File: config.mk
export PLATFORM = sky130hd
export DESIGN_NAME = branch_recovery_ctrl
export DESIGN_NICKNAME = d
export VERILOG_FILES = /design/src/rtl/branch_recovery_ctrl_pkg.sv /design/src/rtl/branch_recovery_ctrl_slot_sel.sv /design/src/rtl/branch_recovery_ctrl.sv
export SDC_FILE = /design/constraint.sdc
export NUM_CORES = 1
export LEC_CHECK = 0
export BUFFER_PORTS_ARGS = -buffer_cell sky130_fd_sc_hd__buf_2
export CAP_MARGIN = 15
export CORE_ASPECT_RATIO = 1.5
export CORE_MARGIN = 4
export CORE_UTILIZATION = 43
export DETAILED_ROUTE_END_ITERATION = 8
export PLACE_DENSITY = 0.71
export SYNTH_ARGS = -nofsm -noshare
export SYNTH_HDL_FRONTEND = slang
export SYNTH_SLANG_ARGS = --single-unit
File: constraint.sdc
create_clock -name clk -period 3.9 [get_ports clk]
set_input_delay 0.195 -clock clk [delete_from_list [all_inputs] [get_ports clk]]
set_output_delay 0.195 -clock clk [all_outputs]
set_load 0.02 [all_outputs]
File: src/rtl/branch_recovery_ctrl_pkg.sv
// Types and constants shared by the branch recovery controller and its slot selector.
package rv32i_types;

    localparam int SS_FACTOR             = 2;
    localparam int SS_FACTOR_BITS        = 1;
    localparam int NUM_BRANCH_BITS       = 3;
    localparam int NUM_ROB_ENTRIES_BITS  = 5;
    localparam int REFILL_CYCLES_DEFAULT = 2;

    typedef struct packed {
        logic [NUM_ROB_ENTRIES_BITS-1:0] rob_idx;
        logic [31:0]                     branch_pc;
    } brq_entry_t;

    typedef enum logic [1:0] {
        IDLE   = 2'd0,
        FLUSH  = 2'd1,
        REFILL = 2'd2
    } recov_state_t;

    function automatic logic [31:0] sat_inc32(input logic [31:0] v);
        return (v == 32'hFFFF_FFFF) ? v : v + 32'd1;
    endfunction

endpackage

File: src/rtl/branch_recovery_ctrl_slot_sel.sv
// Picks the lowest committing slot flagged as a mispredicted branch.
module mispredict_slot_sel
    import rv32i_types::*;
#(
    parameter int SS       = SS_FACTOR,
    parameter int SS_BITS  = SS_FACTOR_BITS,
    parameter int ROB_BITS = NUM_ROB_ENTRIES_BITS
) (
    input  logic [SS_BITS:0]   commit_cnt_i,
    input  logic [ROB_BITS-1:0] rob_head_idx_i,
    input  logic [SS-1:0]      commit_mispredict_i,
    output logic [SS-1:0]      br_queue_mask_o,
    output logic [ROB_BITS-1:0] mispredict_rob_idx_o,
    output logic               sel_valid_o
);

    always_comb begin
        br_queue_mask_o      = '0;
        mispredict_rob_idx_o = rob_head_idx_i;
        sel_valid_o          = 1'b0;
        // Walk high to low so the lowest qualifying slot is the last writer.
        for (int i = SS - 1; i >= 0; i--) begin
            if (((SS_BITS + 1)'(i) < commit_cnt_i) && commit_mispredict_i[i]) begin
                br_queue_mask_o      = '0;
                br_queue_mask_o[i]   = 1'b1;
                mispredict_rob_idx_o = rob_head_idx_i + ROB_BITS'(i);
                sel_valid_o          = 1'b1;
            end
        end
    end

endmodule

File: src/rtl/branch_recovery_ctrl.sv
// Misprediction recovery sequencer (flush, redirect, refill stall) plus
// all-or-nothing branch-queue admission for the dispatch group.
module branch_recovery_ctrl
    import rv32i_types::*;
#(
    parameter int SS            = SS_FACTOR,
    parameter int SS_BITS       = SS_FACTOR_BITS,
    parameter int DEPTH_BITS    = NUM_BRANCH_BITS,
    parameter int ROB_BITS      = NUM_ROB_ENTRIES_BITS,
    parameter int REFILL_CYCLES = REFILL_CYCLES_DEFAULT
) (
    input  logic                clk,
    input  logic                rst,
    input  logic [SS_BITS:0]    commit_cnt,
    input  logic [ROB_BITS-1:0] rob_head_idx,
    input  logic [SS-1:0]       commit_mispredict,
    input  brq_entry_t          brq_lookup,
    output logic [ROB_BITS-1:0] mispredict_rob_idx,
    output logic [SS-1:0]       br_queue_mask,
    input  logic [SS_BITS:0]    brq_req,
    input  logic [DEPTH_BITS:0] num_free_brq_entries,
    output logic [SS_BITS:0]    brq_push,
    output logic                dispatch_stall,
    output logic                mispredict,
    output logic                redirect_valid,
    output logic [31:0]         redirect_pc,
    output logic                rec_err,
    output logic [31:0]         mispredict_count
);

    recov_state_t  state_q, state_d;
    logic [3:0]    refill_cnt_q, refill_cnt_d;
    logic [31:0]   redirect_pc_q, redirect_pc_d;
    logic          rec_err_q, rec_err_d;
    logic [31:0]   count_q, count_d;
    logic          sel_valid;
    logic          fits;
    logic [DEPTH_BITS:0] req_ext;

    mispredict_slot_sel #(
        .SS       (SS),
        .SS_BITS  (SS_BITS),
        .ROB_BITS (ROB_BITS)
    ) u_slot_sel (
        .commit_cnt_i         (commit_cnt),
        .rob_head_idx_i       (rob_head_idx),
        .commit_mispredict_i  (commit_mispredict),
        .br_queue_mask_o      (br_queue_mask),
        .mispredict_rob_idx_o (mispredict_rob_idx),
        .sel_valid_o          (sel_valid)
    );

    always_comb begin
        state_d       = state_q;
        refill_cnt_d  = refill_cnt_q;
        redirect_pc_d = redirect_pc_q;
        rec_err_d     = rec_err_q;
        count_d       = count_q;
        case (state_q)
            IDLE: begin
                if (sel_valid) begin
                    state_d       = FLUSH;
                    redirect_pc_d = brq_lookup.branch_pc;
                    // A tag mismatch is flagged but the captured target is still used.
                    if (brq_lookup.rob_idx != mispredict_rob_idx) begin
                        rec_err_d = 1'b1;
                    end
                end
            end
            FLUSH: begin
                state_d      = REFILL;
                refill_cnt_d = 4'(REFILL_CYCLES);
                count_d      = sat_inc32(count_q);
            end
            REFILL: begin
                if (refill_cnt_q <= 4'd1) begin
                    state_d = IDLE;
                end else begin
                    refill_cnt_d = refill_cnt_q - 4'd1;
                end
            end
            default: state_d = IDLE;
        endcase
    end

    always_ff @(posedge clk) begin
        if (rst) begin
            state_q       <= IDLE;
            refill_cnt_q  <= '0;
            redirect_pc_q <= '0;
            rec_err_q     <= 1'b0;
            count_q       <= '0;
        end else begin
            state_q       <= state_d;
            refill_cnt_q  <= refill_cnt_d;
            redirect_pc_q <= redirect_pc_d;
            rec_err_q     <= rec_err_d;
            count_q       <= count_d;
        end
    end

    assign req_ext = (DEPTH_BITS + 1)'(brq_req);
    assign fits    = (req_ext <= num_free_brq_entries);

    // Pushes granted in a detect cycle are later discarded by the flush.
    assign brq_push         = ((state_q == IDLE) && fits) ? brq_req : '0;
    assign dispatch_stall   = (state_q != IDLE) || !fits;
    assign mispredict       = (state_q == FLUSH);
    assign redirect_valid   = (state_q == FLUSH);
    assign redirect_pc      = redirect_pc_q;
    assign rec_err          = rec_err_q;
    assign mispredict_count = count_q;

endmodule

Word-level counts from Yosys, hierarchy flattened
Index checks and enable logic that the tools add are counted.

word-level totals
  latch bits = 0
  memories = 0
  register bits after elaboration = 71
  output and inout bits = 77
  bits in read-only memories = 0
  memory bits (writable) = 0

cells by class
  multiply operators = 0
  shift operators = 0
  magnitude comparators = 4
  equal/unequal tests = 7
  divide/modulo/power cells = 0
  reduce and logical (&&, ||, !) cells = 13
  mux-type cells = 12
  bitwise logic cells = 1
  add/sub/neg operators = 3

operators with widths
  operator               number
  $add 32x1->32 const B  1
  $eq 32x32->1 const B   1
  $mux 2                 5
  $mux 5                 2
  $pmux 4 s2             1
  $reduce_and 2->1       4
  $ne 2x2->1 const B     3
  $pmux 2 s3             1
  $add 5x1->5 const B    1
  $ne 5x5->1             1
  $le 2x4->1             1
  $le 4x1->1 const B     1
  $lt 1x2->1 const A     2
  $mux 4                 1
  $reduce_bool 2->1      2
  $sub 4x1->4 const B    1
  $logic_and 1x1->1      3
  $reduce_and 3->1       1
  $eq 2x1->1 const B     1
  $eq 2x2->1 const B     1
  $logic_not 2->1        1
  $mux 1                 2
  $logic_not 1->1        1
  $logic_or 1x1->1       1
  $not 1->1              1

Longest topological paths before layout
  word-level depth = 6
  gate-level depth with buffers = 8
  depth with buffers taken out = 7

Cells and area by module
Synthesis repeated with hierarchy kept, for this count alone.

second synthesis, totals
  cells, all modules = 394
  area total of the unflattened synthesis = 3226.8 um^2

by module, submodules not included
  module                seq. area each (um^2)  area an instance (um^2)  times used  cells each
  branch_recovery_ctrl  1421.4                 3111.7                   1           381
  mispredict_slot_sel   0.0                    115.1                    1           13

Least setup slack after synthesis
No wires, ideal clock.

  path type = register -> register
  start point = register count_q[0], in the netlist mispredict_count[0]
  end point = register count_q[7], in the netlist mispredict_count[7]
  slack = 1731 ps
  library setup time = 128 ps
  stages on the path, launching flop included = 9
  clock period less this slack = 2169 ps
  data arrival time = 2041 ps
  buffers on the path = 2
  cell sequence = dfxtp_1 ha_1 nand2_1 nor4b_1 clkbuf_1 and3_1 clkbuf_1 or4_2 a21oi_1

on the way
  longest elaborated chain between the ends = 3

ends and longest elaborated chain
  element                                                RTL line                    RTL
  from (decl)                                            branch_recovery_ctrl.sv:35  logic [31:0] count_q, count_d;
  from (signal assigned)                                 branch_recovery_ctrl.sv:98  count_q <= count_d;
  branches (longest 3 deep; another with $add 32x1->32)  --

Several ways; the timed one is not identified.
A chain may end at the register's enable or synchronous reset.

Final worst setup path
  start point = register state_q[1]
  end point = register count_q[23], in the netlist mispredict_count[23]

on the way
  longest elaborated chain between the ends = 2

ends and longest elaborated chain
  element                            RTL line                    RTL
  from (decl)                        branch_recovery_ctrl.sv:31  recov_state_t state_q, state_d;
  from (signal assigned)             branch_recovery_ctrl.sv:94  state_q <= state_d;
  $eq 2x1->1                         branch_recovery_ctrl.sv:59  case (state_q)
  $reduce_and 2->1 (no source line)  --

No other way between the ends.

==> results.json <==
{
  "io_pins": 131,
  "crit_type": "flip-flop to flip-flop",
  "ant_nets": 0,
  "tightestPinTransition_ns": 1.088,
  "antenna_found_initial": 0,
  "firstDrtPassIters": 4,
  "drive_gt1_share_pct": 29.68,
  "register_area_sq_mm": 0.001421,
  "final_max_slew_viol_count": 0,
  "nNetsFinal": 594,
  "p_leak_nw": 1.805,
  "fin_tns_setup_ns": 0,
  "grt_pass1_vias": 3112,
  "grt_start_max_net_pins": 51,
  "synth_edf_count": 0,
  "crit_fanout": 13,
  "die_h_um": 115.4,
  "fin_hold_ws_ns": 0.07453,
  "cts_buffers": 9,
  "max_slew_margin_pct": 27.47,
  "maxCapViolCount": 0,
  "hold_violations": 0,
  "fin_crit_sh_pct": 65.02,
  "r2r-start": "state_q[1]",
  "yosys_warnings": 0,
  "diodes": 0,
  "core-area_sq_mm": 0.007370,
  "netlist_instances": 413,
  "gp_congestion": 0.8165,
  "clkSinkCount": 71,
  "synth_top_family_by_area": "simple AND/OR/NAND/NOR gates",
  "die_w_um": 79.63,
  "yosys.area_share.adder_pct": 2.268,
  "tritoncts": "yes",
  "synth-simple-area-share_pct": 26.88,
  "initial_core_util_pct": 44.91,
  "critPathLaunchType": "flip-flop",
  "clkTransAtPathRegs_ns": 0.07,
  "hold_buffers": 0,
  "synth_ff_type": "dfxtp_1",
  "hold_path.class": "input port to flip-flop",
  "nFillCells": 687,
  "dieArea_sq_mm": 0.009193,
  "yosysSeqAreaShare_pct": 42.95,
  "grt_usage_pct": 18.65,
  "wl_per_cell_um": 13.19,
  "fmax_mhz": 394.4,
  "synthMuxAreaShare_pct": 0,
  "viasPerCell": 5.205,
  "endpoint_kind": "flip-flop",
  "outcome": "completed",
  "avgSynthCellArea_sq_um": 8.013,
  "finalClockSkew_ns": 0.005858,
  "cts_buffer_depth": 2,
  "io_buffers": 130,
  "grt_pass1_wl_mm": 13.60,
  "multiInputGateArea_sq_mm": 0.001744,
  "hp-start": "brq_lookup[23]",
  "synth_seq_cells": 71,
  "ir_drop_v": 0.0002734,
  "cts_setup_buffers": 0,
  "async_flop_share_pct": 0,
  "routed_wl_mm": 8.429,
  "powerDensity_mw_per_mm2": 370.1,
  "post-route-min-period_ns": 2.536,
  "vias": 3326,
  "rsz0062_at_grt": "false",
  "dp_hpwl_mm": 6.289,
  "synth-xor-area-share_pct": 5.822,
  "grt_overflow": 0,
  "worstPathRequired_ns": 4.15,
  "htreeDepth": 3,
  "root_buffer": "clkbuf_8",
  "crit_arrival_ns": 2.79,
  "synth_area_sq_mm": 0.003309,
  "synth_compound_area_share_pct": 17.58,
  "worstSetupStartpoint": "state_q[1]",
  "drc": 0,
  "initialDrtViolationCount": 140,
  "setup_violations": 0,
  "area_growth_pct": 26.35,
  "rows": 38,
  "synth_nets": 473,
  "clock_latency_ns": 0.35,
  "ys_types": 49,
  "cts_resized": 0
}
-- cells in the final DEF, fill, tap and decap left out, types with 6 or more instances in the layout --
| cell type | instances |
|---|---|
| a21oi_1 | 59 |
| buf_2 | 130 |
| clkbuf_8 | 11 |
| dfxtp_1 | 71 |
| ha_1 | 6 |
| inv_1 | 10 |
| nand2_1 | 85 |
| nand3_1 | 9 |
| nand4_1 | 8 |
| nor2_1 | 27 |
| nor3_1 | 8 |
| o21ai_0 | 14 |
| or3_1 | 14 |
| xnor2_1 | 17 |
-- where the power goes --
| group | internal (mW) | total [mW] | switching, mW |
|---|---|---|---|
| clock network | 0.264 | 0.527 | 0.264 |
| registers | 0.758 | 0.775 | 0.0177 |
| logic | 0.0882 | 0.245 | 0.156 |
-- synthesized netlist by cell type (2+ instances only) --
library cell  count  share of area (%)
nand2b_1          4               0.76
or4_1             5                1.1
nand2_1          85                9.6
and4_2            3               0.91
dfxtp_1          71                 43
a31oi_1           3               0.57
clkbuf_1         17                1.9
a21oi_1          59                8.9
buf_2             2               0.30
nor3_1            9                1.4
a2111oi_0         5                1.3
nor2_1           27                3.1
nand3b_1          2               0.45
nand4_1           8                1.5
a31o_2            3               0.79
o31ai_1           5                1.1
and3_1            2               0.38
xnor2_1          17                4.5
ha_1              6                2.3
xor2_1            5                1.3
o21ai_0          14                2.1
nand3_1           9                1.4
a211oi_1          2               0.45
and4_1            3               0.79
or3_1            14                2.6
inv_1            10                1.1
-- worst max-delay path, stage by stage (launching register included) --
cell	delay [ns]
dfxtp_1	0.35
nand2b_1	0.21
clkinv_1	0.17
nand4_1	0.43
a2111oi_2	0.84
a311oi_1	0.20
a41o_1	0.24
-- cell type report --
type	instances	area share (%)
multi-input cells	308	41.71
flip-flops and latches	71	33.99
repair buffers	133	16.10
clock buffers	13	3.800
well taps	100	2.992
inverters	11	0.9874
clock inverters	3	0.4189
-- state kept, by name, summed over array words and instances, names as in the netlist --
| signal | cells |
|---|---|
| mispredict_count | 32 |
| redirect_pc | 32 |
| refill_cnt_q | 4 |
| state_q | 2 |
| rec_err | 1 |
-- cells by family after synthesis --
| family | after synthesis |
|---|---|
| simple gates | 181 |
| compound gates | 99 |
| flops | 71 |
| buf+inv | 34 |
| xor+xnor | 22 |
| fa+ha+maj | 6 |
-- metal layers --
metal	part of all wire [%]	wire length (um)	track usage, %
met1	40	3394	20.13
met2	51	4266	32.40
met3	6.6	554	5.443
met4	2.5	214	10.21
met5	0	0	0
-- worst paths after layout --
kind                            cells past startpoint  slack [ns]                    to
worst min register to register                      2        0.45        redirect_pc[8]
worst max register to register                      6        1.36  mispredict_count[23]
worst min-delay path                                3        0.07       redirect_pc[23]
worst max-delay path                                6        1.36  mispredict_count[23]
-- metrics by stage --
stage	total power [mW]	utilization (%)	setup WS (ns)	std cells	area, sq um
3_3_place_gp	1.032	54.35	1.497	623	4005
3_5_place_dp	1.039	54.35	1.389	623	4005
5_1_grt	1.621	56.74	1.102	639	4182
4_1_cts	1.570	56.74	1.370	639	4182
6_report	1.547	56.74	1.364	639	4182
2_1_floorplan	0.9475	-	1.731	413	3309
Power figures use the tool's default switching activity.
